$ cat src/rtl/chacha_pkg.sv
// Shared definitions for the ChaCha sequencer: command encodings, FSM states
// and the byte lengths of each parameter and keystream block.
package chacha_pkg;

    localparam logic [1:0] OP_KEY     = 2'd0;
    localparam logic [1:0] OP_NONCE   = 2'd1;
    localparam logic [1:0] OP_COUNTER = 2'd2;
    localparam logic [1:0] OP_GEN     = 2'd3;

    localparam int KEY_LEN = 32;
    localparam int NNC_LEN = 8;
    localparam int CTR_LEN = 8;
    localparam int BLK_LEN = 64;

    typedef enum logic [2:0] {
        ST_IDLE     = 3'd0,
        ST_FILL     = 3'd1,
        ST_WRITE    = 3'd2,
        ST_WAIT_BLK = 3'd3,
        ST_READ     = 3'd4,
        ST_DRAIN    = 3'd5
    } state_e;

    function automatic logic [5:0] op_len(input logic [1:0] op);
        case (op)
            OP_KEY:     op_len = 6'(KEY_LEN);
            OP_NONCE:   op_len = 6'(NNC_LEN);
            default:    op_len = 6'(CTR_LEN);
        endcase
    endfunction

endpackage

$ cat src/rtl/chacha_seq_if.sv
// Command, parameter-byte and keystream-byte channels of the sequencer.
// Every channel: a beat transfers on a rising edge where valid and ready are both
// high; valid never waits for ready, and a raised valid holds its data until it transfers.
interface chacha_seq_if;
    logic        cmd_valid;
    logic        cmd_ready;
    logic [1:0]  cmd_op;
    logic [15:0] cmd_nblk;
    logic        in_valid;
    logic        in_ready;
    logic [7:0]  in_data;
    logic        out_valid;
    logic        out_ready;
    logic [7:0]  out_data;

    modport slave (
        input  cmd_valid, cmd_op, cmd_nblk, in_valid, in_data, out_ready,
        output cmd_ready, in_ready, out_valid, out_data
    );

    modport master (
        output cmd_valid, cmd_op, cmd_nblk, in_valid, in_data, out_ready,
        input  cmd_ready, in_ready, out_valid, out_data
    );
endinterface

$ cat src/rtl/chacha_obuf.sv
// 64-byte keystream buffer: filled by a contiguous write burst from the core,
// emptied one byte per accepted handshake through the read index.
module chacha_obuf
    import chacha_pkg::*;
(
    input  logic       clk,
    input  logic       rst,
    input  logic       i_wr_en,
    input  logic [7:0] i_wr_data,
    input  logic       i_rd_ack,
    output logic [7:0] o_rd_data,
    output logic       o_wr_last,
    output logic       o_rd_last
);

    logic [7:0] r_mem [BLK_LEN];
    logic [5:0] r_widx;
    logic [5:0] r_ridx;

    // Both indices wrap 63 -> 0, so a finished block leaves them ready for the next.
    always_ff @(posedge clk or posedge rst) begin
        if (rst) begin
            r_widx <= 6'd0;
            r_ridx <= 6'd0;
        end else begin
            if (i_wr_en) r_widx <= r_widx + 6'd1;
            if (i_rd_ack) r_ridx <= r_ridx + 6'd1;
        end
    end

    always_ff @(posedge clk) begin
        if (i_wr_en) r_mem[r_widx] <= i_wr_data;
    end

    assign o_rd_data = r_mem[r_ridx];
    assign o_wr_last = (r_widx == 6'd63);
    assign o_rd_last = (r_ridx == 6'd63);

endmodule

$ cat src/rtl/chacha_seq.sv
// Sequencer between byte streams and a ChaCha core: stages parameter bytes for
// gap-free core writes and buffers each 64-byte keystream block for handshaked output.
module chacha_seq
    import chacha_pkg::*;
#(
    parameter int RD_LAT = 1
) (
    input  logic          clk,
    input  logic          rst,
    chacha_seq_if.slave   io_bus,
    output logic          o_busy,
    output logic          o_core_wr_key,
    output logic          o_core_wr_nnc,
    output logic          o_core_wr_ctr,
    output logic          o_core_rd_blk,
    output logic          o_core_hold,
    output logic [7:0]    o_core_data_in,
    input  logic          i_core_blk_ready,
    input  logic [7:0]    i_core_data_out,
    output state_e        o_dbg_state
);

    localparam logic [7:0] LAT_INIT = 8'(RD_LAT - 1);

    state_e      r_state;
    logic [1:0]  r_op;
    logic [5:0]  r_len;
    logic [5:0]  r_idx;
    logic [16:0] r_rem;
    logic [7:0]  r_lat;
    logic [7:0]  r_stage [KEY_LEN];

    logic        w_cmd_fire;
    logic        w_in_fire;
    logic        w_out_fire;
    logic        w_cap;
    logic        w_first_wr;
    logic        w_wr_last;
    logic        w_rd_last;
    logic [7:0]  w_rd_data;

    assign w_cmd_fire = io_bus.cmd_valid & io_bus.cmd_ready;
    assign w_in_fire  = io_bus.in_valid & io_bus.in_ready;
    assign w_out_fire = io_bus.out_valid & io_bus.out_ready;
    assign w_cap      = (r_state == ST_READ) && (r_lat == 8'd0);
    assign w_first_wr = (r_state == ST_WRITE) && (r_idx == 6'd0);

    assign io_bus.cmd_ready = (r_state == ST_IDLE) & ~rst;
    assign io_bus.in_ready  = (r_state == ST_FILL);
    assign io_bus.out_valid = (r_state == ST_DRAIN);
    assign io_bus.out_data  = (r_state == ST_DRAIN) ? w_rd_data : 8'h00;

    assign o_busy         = (r_state != ST_IDLE);
    assign o_core_hold    = !((r_state == ST_WAIT_BLK) || (r_state == ST_READ));
    assign o_core_wr_key  = w_first_wr && (r_op == OP_KEY);
    assign o_core_wr_nnc  = w_first_wr && (r_op == OP_NONCE);
    assign o_core_wr_ctr  = w_first_wr && (r_op == OP_COUNTER);
    assign o_core_rd_blk  = (r_state == ST_WAIT_BLK) && i_core_blk_ready;
    assign o_core_data_in = (r_state == ST_WRITE) ? r_stage[r_idx[4:0]] : 8'h00;
    assign o_dbg_state    = r_state;

    always_ff @(posedge clk or posedge rst) begin
        if (rst) begin
            r_state <= ST_IDLE;
            r_op    <= 2'd0;
            r_len   <= 6'd0;
            r_idx   <= 6'd0;
            r_rem   <= 17'd0;
            r_lat   <= 8'd0;
        end else begin
            case (r_state)
                ST_IDLE: begin
                    if (w_cmd_fire) begin
                        r_op  <= io_bus.cmd_op;
                        r_idx <= 6'd0;
                        if (io_bus.cmd_op == OP_GEN) begin
                            r_rem   <= (io_bus.cmd_nblk == 16'd0) ? 17'h10000 : {1'b0, io_bus.cmd_nblk};
                            r_state <= ST_WAIT_BLK;
                        end else begin
                            r_len   <= op_len(io_bus.cmd_op);
                            r_state <= ST_FILL;
                        end
                    end
                end
                ST_FILL: begin
                    if (w_in_fire) begin
                        r_idx <= r_idx + 6'd1;
                        if (r_idx == r_len - 6'd1) begin
                            r_idx   <= 6'd0;
                            r_state <= ST_WRITE;
                        end
                    end
                end
                // The core takes one byte per cycle without stalling, hence the staging.
                ST_WRITE: begin
                    r_idx <= r_idx + 6'd1;
                    if (r_idx == r_len - 6'd1) begin
                        r_idx   <= 6'd0;
                        r_state <= ST_IDLE;
                    end
                end
                ST_WAIT_BLK: begin
                    if (i_core_blk_ready) begin
                        r_lat   <= LAT_INIT;
                        r_state <= ST_READ;
                    end
                end
                ST_READ: begin
                    if (r_lat != 8'd0) r_lat <= r_lat - 8'd1;
                    else if (w_wr_last) r_state <= ST_DRAIN;
                end
                ST_DRAIN: begin
                    if (w_out_fire && w_rd_last) begin
                        r_rem   <= r_rem - 17'd1;
                        r_state <= (r_rem == 17'd1) ? ST_IDLE : ST_WAIT_BLK;
                    end
                end
                default: r_state <= ST_IDLE;
            endcase
        end
    end

    always_ff @(posedge clk) begin
        if ((r_state == ST_FILL) && w_in_fire) r_stage[r_idx[4:0]] <= io_bus.in_data;
    end

    chacha_obuf u_obuf (
        .clk       (clk),
        .rst       (rst),
        .i_wr_en   (w_cap),
        .i_wr_data (i_core_data_out),
        .i_rd_ack  (w_out_fire),
        .o_rd_data (w_rd_data),
        .o_wr_last (w_wr_last),
        .o_rd_last (w_rd_last)
    );

endmodule

$ cat src/flat_wrapper.sv
// flat-port wrapper written by rule: the top's interface ports become plain ports
module chacha_seq_flat import chacha_pkg::*;
#(
    parameter int RD_LAT = 1
)
  (clk, rst, o_busy, o_core_wr_key, o_core_wr_nnc, o_core_wr_ctr, o_core_rd_blk, o_core_hold, o_core_data_in, i_core_blk_ready, i_core_data_out, o_dbg_state, io_bus_cmd_valid, io_bus_cmd_op, io_bus_cmd_nblk, io_bus_in_valid, io_bus_in_data, io_bus_out_ready, io_bus_cmd_ready, io_bus_in_ready, io_bus_out_valid, io_bus_out_data);
  chacha_seq_if io_bus_i ();
  input  logic clk;
  input  logic rst;
  output logic o_busy;
  output logic o_core_wr_key;
  output logic o_core_wr_nnc;
  output logic o_core_wr_ctr;
  output logic o_core_rd_blk;
  output logic o_core_hold;
  output logic [7:0] o_core_data_in;
  input  logic i_core_blk_ready;
  input  logic [7:0] i_core_data_out;
  output state_e o_dbg_state;
  input wire logic [$bits(io_bus_i.cmd_valid)-1:0] io_bus_cmd_valid;
  input wire logic [$bits(io_bus_i.cmd_op)-1:0] io_bus_cmd_op;
  input wire logic [$bits(io_bus_i.cmd_nblk)-1:0] io_bus_cmd_nblk;
  input wire logic [$bits(io_bus_i.in_valid)-1:0] io_bus_in_valid;
  input wire logic [$bits(io_bus_i.in_data)-1:0] io_bus_in_data;
  input wire logic [$bits(io_bus_i.out_ready)-1:0] io_bus_out_ready;
  output wire logic [$bits(io_bus_i.cmd_ready)-1:0] io_bus_cmd_ready;
  output wire logic [$bits(io_bus_i.in_ready)-1:0] io_bus_in_ready;
  output wire logic [$bits(io_bus_i.out_valid)-1:0] io_bus_out_valid;
  output wire logic [$bits(io_bus_i.out_data)-1:0] io_bus_out_data;
  assign io_bus_i.cmd_valid = io_bus_cmd_valid;
  assign io_bus_i.cmd_op = io_bus_cmd_op;
  assign io_bus_i.cmd_nblk = io_bus_cmd_nblk;
  assign io_bus_i.in_valid = io_bus_in_valid;
  assign io_bus_i.in_data = io_bus_in_data;
  assign io_bus_i.out_ready = io_bus_out_ready;
  assign io_bus_cmd_ready = io_bus_i.cmd_ready;
  assign io_bus_in_ready = io_bus_i.in_ready;
  assign io_bus_out_valid = io_bus_i.out_valid;
  assign io_bus_out_data = io_bus_i.out_data;
  chacha_seq #(.RD_LAT(RD_LAT)) u_core (.clk(clk), .rst(rst), .io_bus(io_bus_i), .o_busy(o_busy), .o_core_wr_key(o_core_wr_key), .o_core_wr_nnc(o_core_wr_nnc), .o_core_wr_ctr(o_core_wr_ctr), .o_core_rd_blk(o_core_rd_blk), .o_core_hold(o_core_hold), .o_core_data_in(o_core_data_in), .i_core_blk_ready(i_core_blk_ready), .i_core_data_out(i_core_data_out), .o_dbg_state(o_dbg_state));
endmodule
$ cat config.mk
export PLATFORM = sky130hd
export DESIGN_NAME = chacha_seq_flat
export DESIGN_NICKNAME = d
export VERILOG_FILES = /design/src/rtl/chacha_pkg.sv /design/src/rtl/chacha_seq_if.sv /design/src/rtl/chacha_obuf.sv /design/src/rtl/chacha_seq.sv /design/src/flat_wrapper.sv
export SDC_FILE = /design/constraint.sdc
export NUM_CORES = 1
export LEC_CHECK = 0
export BUFFER_PORTS_ARGS = -buffer_cell sky130_fd_sc_hd__buf_4
export CORE_MARGIN = 2
export CORE_UTILIZATION = 45
export CTS_BUF_LIST = sky130_fd_sc_hd__clkbuf_8
export DETAILED_ROUTE_END_ITERATION = 12
export GPL_TIMING_DRIVEN = 0
export SETUP_SLACK_MARGIN = 0.4
export SKIP_LAST_GASP = 1
export SLEW_MARGIN = 10
export SYNTH_ARGS = -nofsm -noshare
export SYNTH_HDL_FRONTEND = slang
export SYNTH_SLANG_ARGS = --single-unit
$ cat constraint.sdc
create_clock -name clk -period 4.4 [get_ports clk]
set_input_delay 0.88 -clock clk [delete_from_list [all_inputs] [get_ports clk]]
set_output_delay 0.88 -clock clk [all_outputs]
set_load 0.005 [all_outputs]
# == Yosys cells after proc, flatten, opt, wreduce, memory -nomap -nowiden ==
# Memory sizes are Yosys's and may differ from the RTL's.
# Index checks and enable logic that the tools add are counted.
# totals
register_bits,54
mem_bits_rw,768
out_inout_bits,28
word_cells,101
n_memories,2
# classes
addsub,6
eq_ne,22
mux,30
bitwise_logic,6
n_reduce_logical,27
# mem_list
name,depth,word_bits,read_ports,rd_clocked_by_memory_dff,write_ports,line_no,source
u_core.u_obuf.r_mem,64,8,1,0,1,chacha_obuf.sv:16,logic [7:0] r_mem [BLK_LEN];
u_core.r_stage,32,8,1,0,1,chacha_seq.sv:31,logic [7:0] r_stage [KEY_LEN];
# ops
op,count
2-to-1 mux 17 bit,4
case mux 17 bit (2 select lines),1
2-to-1 mux 8 bit,4
2-to-1 mux 3 bit,8
2-to-1 mux 6 bit,4
"adder 6 x 1 -> 6 bit, second input constant",3
"inequality test 2 bit, second input constant",9
case mux 3 bit (6 select lines),1
case mux 6 bit (3 select lines),1
"== test 17 x 1 -> 1 bit, second input constant",1
"subtractor 17 x 1 -> 17 bit, second input constant",1
zero test 16 bit,1
case mux 8 bit (2 select lines),1
"== test 6 bit, second input constant",2
AND reduction 3 bit,3
logical AND 1 bit,8
zero test 8 bit,1
AND reduction 8 bit,1
nonzero test 8 bit,1
"subtractor 8 x 1 -> 8 bit, second input constant",1
"== test 3 x 2 -> 1 bit, second input constant",2
"== test 3 bit, second input constant",2
== test 6 bit,1
zero test 6 bit,1
other kinds (17),29

# == Depth between registers and ports, before layout ==
# Gate-level depths: netlist of the first run.
# depth
ltp_word,5
ltp_mapped,10

# == Hierarchy ==
# A second synthesis of the first run with hierarchy kept.
# hier_totals
hier_cells,1720
hier_area_um2,32693.9
# modules_own_cells
mod,instances,cells_per_inst,area_per_inst_um2
chacha_obuf,1,983,20360.8
chacha_seq,1,737,12333.1

# == Worst setup path after synthesis of the first run ==
# OpenSTA, ideal clock, no wires.
# synth_timing
path_type,register to output
start,register u_core.u_obuf.r_ridx[0]
end,output port io_bus_out_data[0]
t_arrival_ns,2.136
required_time_ns,3.520
path_slack_ns,1.384
stages_incl_launch_ff,9
n_path_buf,4
path_cell_list,dfrtp_1 > buf_6 > buf_6 > buf_6 > buf_6 > mux4_2 > mux2_2 > a221oi_1 > a21oi_1
# synth_via
elab_chain_len,2
# synth_lines
element,line_no,source
start: declaration,chacha_obuf.sv:18,logic [5:0] r_ridx;
start signal: assignment,chacha_obuf.sv:27,if (i_rd_ack) r_ridx <= r_ridx + 6'd1;
memory read (64 x 8 bit),n/a,
2-to-1 mux 8 bit,chacha_seq.sv:51,assign io_bus.out_data = (r_state == ST_DRAIN) ? w_rd_data : 8'h00;
end: declaration,flat_wrapper.sv:29,output wire logic [$bits(io_bus_i.out_data)-1:0] io_bus_out_data;
# Every way passes these cells.

# == Worst setup path after layout of the first run ==
# Same ends and word-level chain as after synthesis.

==> metrics.txt, run 1 <==
Via Count 17180; top cells by area, synth edfxtp_1 70%, mux4_2 13%, dfrtp_1 3.8%; Clock power frac 30.7%; Worst Hold Class input pin to asynchronous set/reset pin; largest net degree at the start of global routing 65; CORE AREA 72590 um^2; total wire length 77220 um; internal power 14.31 mW; Slew headroom 39.92%; Synth-to-Final Area Change 15.16%; met2 GRT Util 33.99%; Initial DRT Pass Iterations 5; # IOs 68; CP required 3.52 ns; max-slew violations 0; actual slew at the worst max-slew pin 0.8979 ns; GRT Util Overall 20.81%; Fmax 244.8 MHz; buffer depth of the longest clock path 3; Final Cycle Share 92.83%; largest area contributor in the netlist edfxtp_1; met1 usage 28.26%; Num CTS Buffers 134; drt initial violations 1733; Fillers 5905; Routed Antenna Nets 0; Post-synth EDFFs 768; Worst EP arrival 3.20 ns; Synth Register Bits 818; Leakage 12.20 nW; placed cell area 34550 um^2; Peak VDD IR 0.2412 mV; Placer Congestion 0.8405; register area share after synthesis 74.06%; hold buffers post-CTS 0; cell with the most instances after synthesis edfxtp_1; CP bufs+invs 4; vias per cell 5.753; switching power 5.854 mW; final hold violation count 0; Reg2Reg Setup Slack 0.67 ns; DR WL/cell 25.85 um; initial antenna violation count 2; final setup violation count 0; delay-heaviest family, CP multiplexers; critical path type register to output port; final net count 1978; GRT met3 Usage 4.116%; Synth cell types 60; setup_tns 0 ns; chip height 274.1 um; crit-path cells buf_8 -> buf_12 -> buf_12 -> mux4_2 -> mux4_2 -> nand2b_1 -> a31o_1 -> a21oi_2 -> buf_4; die width 274.1 um; drt drc 0; final hold slack 0.1765 ns; H-tree depth 4; Worst Setup End Kind output port; layout cells sized above 1 29.28%; Tmin final 4.084 ns; CTS tree built; worst slack, placed 0.3532 ns; sequential share of power 44.1%; root buf cell clkbuf_8; CTS clk-pin slew, worst paths 0.06 ns; clk_lat worst skew 0.81 ns; FF+latch area 24320 um^2; CP max FO 7; first-pass GRT wire length 113700 um; sw frac 29.03%; Crit path largest cell delay 0.54 ns; RR Endpoint u_core.u_obuf.r_mem[49][5]$_DFFE_PP_; outcome finished clean; Overflow after GRT 0; syn_area_per_cell 19.21 um^2; Multi-input gate area 8325 um^2; CP max stage cell mux4_2; top cells by count, synth 768 x edfxtp_1, 184 x mux4_2, 139 x nor2_1; Die Footprint 75130 um^2; share of the synthesized area in the top cell type 70.25%; R2R depth 6; Max Clock Skew 0.03407 ns; Max-Cap Viols 0; Post-synth top flop edfxtp_1; DP HPWL 47780 um; port bufs 67; layer with the highest usage met2; Power Dens Cells 533.3 nW/um^2; # clock sinks 818; final instance area 37810 um^2; power share of the combinational group 25.2%; Yosys Warn Count 0; Worst path depth 9; Final WS setup 0.3156 ns; r2r startpoint u_core.r_lat[4]$_DFFE_PP0P_; async set-reset flop share out of synthesis 6.112%; CP Launch Type register; Starting Density 45.23%; Synth Instances 1709; Netlist Area Pre-Place 32830 um^2; RSZ-0062 raised after global routing true; Cell Rows 99; vias in the first global route 17650; syn_nets 1759
[worst reg2reg max path: stages, from the launching register on]
cell and delay, ns:
dfrtp_1 0.41, or4_1 0.53, clkbuf_1 0.21, or3_1 0.46, nor2_2 0.27, nand2_1 0.61
nor2_1 0.85
[final cells by class]
class	count	area share [%]
Timing Repair Buffer	83	1.880
Inverter	13	0.1291
Sequential cell	818	64.31
Multi-Input combinational cell	783	22.02
Clock buffer	135	4.914
Clock inverter	98	1.608
Tap cell	959	3.174
Buffer	95	1.943
Antenna cell	3	0.01986
[kinds of logic (layout without fill, tap and decap cells)]
logic type,after synthesis,in the layout,synth area share [%]
muxes,251,251,14.73
adders and majority gates,10,10,0.3811
AOI/OAI and AO/OA,206,206,4.368
other,0,3,0
xor gates and xnor gates,18,18,0.4802
buffers and inverters,108,424,1.574
DFF,818,818,74.06
and+or+nand+nor,298,298,4.410
[metal layers]
layer	vias to the layer above	wire [um]
li1	7457	-
met3	121	4470
met4	0	1788
met5	-	0
met1	9010	32630
met2	595	38340
[cell usage in the layout (no fill, tap or decap), types with 7 or more instances in the layout]
| master | synthesis | layout |
|---|---|---|
| buf_8 | 0 | 8 |
| buf_4 | 10 | 89 |
| ha_1 | 10 | 10 |
| buf_12 | 0 | 7 |
| clkbuf_1 | 44 | 24 |
| nor3_1 | 16 | 15 |
| a31o_2 | 9 | 9 |
| dfrtp_1 | 50 | 48 |
| a21oi_1 | 45 | 30 |
| nor4_1 | 9 | 9 |
| inv_1 | 12 | 53 |
| o21ai_0 | 22 | 22 |
| a21oi_2 | 0 | 14 |
| clkinv_1 | 0 | 26 |
| a31oi_1 | 14 | 14 |
| clkinv_2 | 0 | 10 |
| a221oi_2 | 3 | 11 |
| a211o_1 | 8 | 8 |
| edfxtp_1 | 768 | 768 |
| xnor2_1 | 14 | 14 |
| mux2i_1 | 50 | 39 |
| mux2i_2 | 0 | 7 |
| clkbuf_8 | 0 | 135 |
| a22o_1 | 18 | 18 |
| buf_6 | 6 | 13 |
| a22oi_1 | 22 | 22 |
| o21ai_1 | 13 | 13 |
| nand2_1 | 42 | 42 |
| a211oi_1 | 13 | 13 |
| clkbuf_4 | 0 | 7 |
| clkbuf_2 | 1 | 18 |
| nor2b_1 | 18 | 18 |
| mux2_2 | 17 | 13 |
| nor2_1 | 139 | 136 |
| or3_1 | 9 | 9 |
| nand2b_1 | 12 | 12 |
| mux4_2 | 184 | 184 |
| nand3_1 | 10 | 10 |
[repair_timing]
| item | CTS | global route |
|---|---|---|
| cloned | 1 | 2 |
| pin swaps | 4 | 15 |
| gates resized for setup | 123 | 48 |
| setup endpoints to repair | 19 | 18 |
| buffers inserted | 9 | 3 |
[registers in the layout, summed over array words and instances, names as in the netlist]
signal                cells
u_core.r_op               2
u_core.r_rem             17
u_core.r_idx              6
u_core.r_lat              8
u_core.r_stage          256
u_core.r_len              2
u_core.u_obuf.r_mem     512
u_core.o_dbg_state        3
u_core.u_obuf.r_widx      6
u_core.u_obuf.r_ridx      6
[worst max path at each step]
| stage | start | endpoint | slack, ns |
|---|---|---|---|
| 3_3_place_gp | u_core.r_idx[1]$_DFFE_PP0P_ | o_core_data_in[1] | 0.34 |
| 2_1_floorplan | u_core.u_obuf.r_ridx[0]$_DFFE_PP0P_ | io_bus_out_data[0] | 1.38 |
| 3_5_place_dp | u_core.r_idx[1]$_DFFE_PP0P_ | o_core_data_in[1] | 0.35 |
| 4_1_cts | u_core.u_obuf.r_ridx[0]$_DFFE_PP0P_ | io_bus_out_data[6] | 0.24 |
| 5_1_grt | u_core.u_obuf.r_ridx[0]$_DFFE_PP0P_ | io_bus_out_data[2] | 0.23 |
| 6_report | u_core.u_obuf.r_ridx[0]$_DFFE_PP0P_ | io_bus_out_data[0] | 0.32 |
[through the flow]
step	instances	power, mW	util, %
global placement	2735	13.51	47.57
finish	2987	20.16	52.09
detailed placement	2736	13.58	47.60
global route	2987	21.00	52.09
CTS	2979	20.17	51.75
floorplan	1709	12.12	-
[power groups by stage]
stage / registers (mW) / logic [mW] / clock network [mW]
2_1_floorplan: 8.98 / 3.15 / 0
3_3_place_gp: 9.03 / 4.48 / 0
3_5_place_dp: 9.04 / 4.54 / 0
4_1_cts: 8.88 / 4.96 / 6.33
5_1_grt: 8.91 / 5.42 / 6.67
6_report: 8.89 / 5.09 / 6.18
Power figures use the tool's default switching activity.
==> run 2: changes to the inputs <==
--- a/config.mk
+++ b/config.mk
@@ -5,12 +5,12 @@
 export SDC_FILE = /design/constraint.sdc
 export NUM_CORES = 1
 export LEC_CHECK = 0
-export BUFFER_PORTS_ARGS = -buffer_cell sky130_fd_sc_hd__buf_4
 export CORE_MARGIN = 2
 export CORE_UTILIZATION = 45
 export CTS_BUF_LIST = sky130_fd_sc_hd__clkbuf_8
 export DETAILED_ROUTE_END_ITERATION = 12
-export GPL_TIMING_DRIVEN = 0
+export DONT_BUFFER_PORTS = 1
+export REMOVE_ABC_BUFFERS = 1
 export SETUP_SLACK_MARGIN = 0.4
 export SKIP_LAST_GASP = 1
 export SLEW_MARGIN = 10
==> metrics.txt, run 2 (synthesized netlist as in run 1, its figures left out) <==
outcome finished clean (unchanged); drt drc 0 (unchanged); Die Footprint 75130 um^2 (unchanged); layout cells sized above 1 25.40% (was 29.28%); Cell Rows 99 (unchanged); CTS clk-pin slew, worst paths 0.06 ns (about the same); Max Clock Skew 0.04832 ns (was 0.03407 ns); Initial DRT Pass Iterations 5 (unchanged); largest net degree at the start of global routing 65 (unchanged); Tmin final 3.954 ns (was 4.084 ns); most frequent cells in the layout 768 x edfxtp_1, 184 x mux4_2, 145 x clkbuf_8 (was 768 x edfxtp_1, 184 x mux4_2, 136 x nor2_1); CP required 3.52 ns (about the same); Largest register FFs 512 (unchanged); total wire length 74840 um (was 77220 um); vias per cell 5.770 (was 5.753); Starting Density 45.23% (unchanged); chip height 274.1 um (unchanged); first-pass GRT wire length 111000 um (was 113700 um); clk_lat worst skew 0.78 ns (was 0.81 ns); Slew headroom 21.64% (was 39.92%); Worst EP arrival 3.07 ns (was 3.20 ns); initial antenna violation count 1 (was 2); root buf cell clkbuf_8 (unchanged); vias in the first global route 17350 (was 17650); CTS tree built (unchanged); most common cell after layout, fill and taps aside edfxtp_1 (unchanged); Routed Antenna Nets 0 (unchanged); final setup violation count 0 (unchanged); RSZ-0062 raised after global routing true (unchanged); critical path type register to output port (unchanged); H-tree depth 4 (unchanged); Fillers 5905 (unchanged); die width 274.1 um (unchanged); Top reg by flops u_core.u_obuf.r_mem (unchanged); port bufs 0 (was 67); buffer depth of the longest clock path 3 (unchanged); actual slew at the worst max-slew pin 1.175 ns (was 0.8979 ns); Worst Setup End Kind output port (unchanged); # clock sinks 818 (unchanged); Max-Cap Viols 0 (unchanged); DR WL/cell 25.83 um (was 25.85 um); CORE AREA 72590 um^2 (unchanged); Leakage 11.87 nW (was 12.20 nW); Via Count 16720 (was 17180); Synth-to-Final Area Change 13.07% (was 15.16%); Overflow after GRT 0 (unchanged); GRT Util Overall 20.20% (was 20.81%); drt initial violations 1654 (was 1733); Placer Congestion 0.7837 (was 0.8405); Peak VDD IR 0.3364 mV (was 0.2412 mV); max-slew violations 0 (unchanged); final net count 1877 (was 1978); setup_tns 0 ns (unchanged); Num CTS Buffers 139 (was 134); Final Cycle Share 89.86% (was 92.83%); CP Launch Type register (unchanged); CP max FO 20 (was 7); # IOs 68 (unchanged); Worst Hold Class input pin to asynchronous set/reset pin (unchanged); DP HPWL 44310 um (was 47780 um); Power Dens Cells 537.0 nW/um^2 (was 533.3 nW/um^2); final hold violation count 0 (unchanged); Final Util 51.14% (was 52.09%); Fmax 252.9 MHz (was 244.8 MHz)
run 2: cell count changes in the layout (fill, tap and decap cells not counted), sizes merged:
cell,before,now
clkinv,40,42
buf,127,70
inv,65,69
clkinvlp,2,1
bufbuf,0,1
clkbuf,186,146
bufinv,4,7
diode,3,1
run 2: what timing repair did:
item | 4_1_cts | 5_1_grt
resized for setup | 4 | 4
pin swaps | 1 | 1
buffers inserted | 11 | 9
setup endpoints to repair | 18 | 12
hold buffers | 0 | 0
cloned | 2 | 1
run 2: metrics by stage:
stage	total power [mW]	instance area (um^2)	setup slack, ns	std cells	hold slack, ns
global placement	13.10	34040	0.9089	2622	0.4940
detailed placement	13.13	34040	0.8564	2622	0.4981
CTS	20.02	36990	0.3629	2886	0.07672
finish	19.94	37120	0.4464	2897	0.09701
floorplan	12.29	32360	-1.958	1614	0.4609
global route	20.77	37120	0.3592	2897	0.1189
run 2: path summary, 6_finish.rpt:
check / start / to / slack, ns / cells past startpoint
max: u_core.r_idx[2]$_DFFE_PP0P_ / o_core_data_in[6] / 0.45 / 3
min: rst / u_core.r_idx[5]$_DFFE_PP0P_ / 0.1 / 1
max reg2reg: u_core.r_lat[4]$_DFFE_PP0P_ / u_core.u_obuf.r_mem[33][6]$_DFFE_PP_ / 0.83 / 5
min reg2reg: u_core.r_lat[1]$_DFFE_PP0P_ / u_core.r_lat[1]$_DFFE_PP0P_ / 0.51 / 1
max in group asynchronous: rst / u_core.u_obuf.r_ridx[1]$_DFFE_PP0P_ / 3.50 / 2
min in group clk: io_bus_in_data[6] / u_core.r_stage[30][6]$_DFFE_PP_ / 0.19 / 0
run 2: per-layer routing:
layer / global-route usage [%] / vias to the layer above / wire length (um)
met1: 26.91 / 8721 / 30900
met5: 0 / - / 0
met3: 4.606 / 120 / 5108
li1: - / 7256 / -
met2: 32.99 / 620 / 37060
met4: 6.865 / 0 / 1768
run 2: layout make-up:
type                    count  area [um^2]  share of cell area (%)
clock inverters           106        711.9                   1.918
multi-input cells         783         8010                   21.58
inverters                  13        48.80                  0.1315
flip-flops and latches    818        24330                   65.55
well taps                 959         1200                   3.232
repair buffers             72        820.8                   2.211
diodes                      1        2.502                0.006741
clock buffers             145         1996                   5.376
run 2: report_power, final:
group          total [mW]  leakage (nW)  switching, mW  internal [mW]
logic                4.33          2.77           2.14           2.19
clock network        6.63          1.56           3.11           3.52
registers            8.98          7.54          0.265           8.71
total                19.9          11.9           5.52           14.4
run 2: critical path, cell delays in order, from the launching register on:
cell and delay [ns]:
dfrtp_1 0.64, nor3_1 0.89, a22oi_1 0.34, a31oi_1 0.44
==> run 3: changes to the inputs <==
--- a/config.mk
+++ b/config.mk
@@ -6,7 +6,7 @@
 export NUM_CORES = 1
 export LEC_CHECK = 0
 export CORE_MARGIN = 2
-export CORE_UTILIZATION = 45
+export CORE_UTILIZATION = 41
 export CTS_BUF_LIST = sky130_fd_sc_hd__clkbuf_8
 export DETAILED_ROUTE_END_ITERATION = 12
 export DONT_BUFFER_PORTS = 1
==> constraint.sdc (replaced) <==
create_clock -name clk -period 4.6 [get_ports clk]
set_input_delay 0.92 -clock clk [delete_from_list [all_inputs] [get_ports clk]]
set_output_delay 0.92 -clock clk [all_outputs]
set_load 0.005 [all_outputs]
==> metrics.txt, run 3 (synthesized netlist as in run 1, its figures left out) <==
port bufs 0 (unchanged); RR Endpoint u_core.u_obuf.r_mem[34][3]$_DFFE_PP_ (was u_core.u_obuf.r_mem[33][6]$_DFFE_PP_); Routed Antenna Nets 0 (unchanged); # IOs 68 (unchanged); crit path from u_core.u_obuf.r_ridx[0]$_DFFE_PP0P_ (was u_core.r_idx[2]$_DFFE_PP0P_); Overflow after GRT 0 (unchanged); most frequent cells in the layout 768 x edfxtp_1, 184 x mux4_2, 142 x clkbuf_8 (was 768 x edfxtp_1, 184 x mux4_2, 145 x clkbuf_8); Worst EP arrival 3.22 ns (was 3.07 ns); chip height 287.0 um (was 274.1 um); CP bufs+invs 2 (was 0); Largest register FFs 512 (unchanged); met1 usage 24.64% (was 26.91%); Num CTS Buffers 138 (was 139); final net count 1855 (was 1877); Final WS setup 0.4586 ns (was 0.4464 ns); Synth-to-Final Area Change 12.18% (was 13.07%); CP Launch Type register (unchanged); setup_tns 0 ns (unchanged); H-tree depth 4 (unchanged); Peak VDD IR 0.2589 mV (was 0.3364 mV); final cell count without fillers 2954 (was 2897); hold buffers post-CTS 0 (unchanged); DP HPWL 44210 um (was 44310 um); Fmax 241.5 MHz; Reg2Reg Setup Slack 0.90 ns (was 0.83 ns); CP required 3.68 ns (was 3.52 ns); root buf cell clkbuf_8 (unchanged); Initial DRT Pass Iterations 5 (unchanged); clk_lat worst skew 0.78 ns (about the same); DR WL/cell 25.44 um (was 25.83 um); vias per cell 5.632 (was 5.770); Final Cycle Share 90.03%; Top reg by flops u_core.u_obuf.r_mem (unchanged); largest net degree at the start of global routing 65 (unchanged); initial antenna violation count 1 (unchanged); drt initial violations 1424 (was 1654); layout cells sized above 1 24.33% (was 25.40%); Worst Setup End Kind output port (unchanged); most common cell after layout, fill and taps aside edfxtp_1 (unchanged); GRT Util Overall 18.47% (was 20.20%); Tmin final 4.141 ns; Final Util 46.54% (was 51.14%); met2 GRT Util 30.28% (was 32.99%); placed cell area 34030 um^2 (was 34040 um^2); first-pass GRT wire length 112000 um (was 111000 um); final hold violation count 0 (unchanged); outcome finished clean (unchanged); Leakage 11.61 nW (was 11.87 nW); die width 287.0 um (was 274.1 um); CORE AREA 79130 um^2 (was 72590 um^2); crit-path cells buf_4 -> buf_16 -> mux4_2 -> mux2_2 -> a221oi_2 -> a21oi_1 (was nor3_1 -> a22oi_1 -> a31oi_1); # clock sinks 818 (unchanged); PnR Total Power 18.51 mW (was 19.94 mW); critical path type register to output port (unchanged); final hold slack 0.1823 ns (was 0.09701 ns); Worst Hold Class input pin to asynchronous set/reset pin (unchanged); Max-Cap Viols 0 (unchanged); Placer Congestion 0.8081 (was 0.7837); CTS tree built (unchanged); CP max FO 10 (was 20); buffer depth of the longest clock path 3 (unchanged); max-slew violations 0 (unchanged); R2R depth 5 (unchanged); Starting Density 41.49% (was 45.23%); drt drc 0 (unchanged); RSZ-0062 raised after global routing false (was true); actual slew at the worst max-slew pin 1.107 ns (was 1.175 ns); Die Footprint 82350 um^2 (was 75130 um^2); Fillers 6699 (was 5905); delay-heaviest family, CP multiplexers (was simple AND/OR/NAND/NOR gates); CP max stage cell a221oi_2 (was nor3_1); Max Clock Skew 0.04742 ns (was 0.04832 ns); dpl cells 2702 (was 2622); Crit path largest cell delay 0.55 ns (was 0.89 ns); Power Dens Cells 502.6 nW/um^2 (was 537.0 nW/um^2); total wire length 75150 um (was 74840 um); Cell Rows 103 (was 99); CTS clk-pin slew, worst paths 0.06 ns (about the same); vias in the first global route 17440 (was 17350); worst slack, placed 0.6539 ns (was 0.8564 ns); Via Count 16640 (was 16720); final instance area 36830 um^2 (was 37120 um^2); final setup violation count 0 (unchanged); GRT met3 Usage 4.167% (was 4.606%); Slew headroom 26.19% (was 21.64%); layer with the highest usage met2 (unchanged); r2r startpoint u_core.o_dbg_state[0]$_DFFE_PP0P_ (was u_core.r_lat[4]$_DFFE_PP0P_)
-- run 3: cell type report --
cell class                 count  area, um^2  area share [%]
tap                         1050        1314           3.567
timing repair buffer          51       574.3           1.559
clock inverter                96       559.3           1.519
sequential                   818       24330           66.07
multi-input combinational    783        8041           21.84
inverter                      13       48.80          0.1325
antenna                        1       2.502        0.006795
clock buffer                 142        1954           5.307
-- run 3: worst max path at each step --
stage / depth (start not counted) / slack (ns) / end
detailed placement: 6 / 0.65 / io_bus_out_data[7]
finish: 6 / 0.46 / io_bus_out_data[3]
global route: 6 / 0.40 / io_bus_out_data[1]
CTS: 5 / 0.37 / io_bus_out_data[6]
global placement: 6 / 0.68 / io_bus_out_data[7]
floorplan: 5 / -1.80 / io_bus_out_data[1]
-- run 3: per-layer routing --
layer,part of all wire (%),wire length [um],vias to the layer above
met5,0,0,-
met4,2.2,1623,0
met3,6.7,5001,123
met2,49,36990,598
met1,42,31530,8698
li1,-,-,7218
-- run 3: power breakdown --
group / internal (mW) / switching [mW] / leakage [nW]
sequential: 8.33 / 0.356 / 7.54
combinational: 1.97 / 1.86 / 2.64
clock: 3.03 / 2.96 / 1.43
total: 13.3 / 5.18 / 11.6
-- run 3: repair_timing --
item / in CTS / in global routing
gates resized for setup: 6 / 6
gates cloned: 1 / 0
hold endpoints to repair: 0 / 0
buffers inserted: 12 / 0
endpoints found under the setup margin: 16 / 8
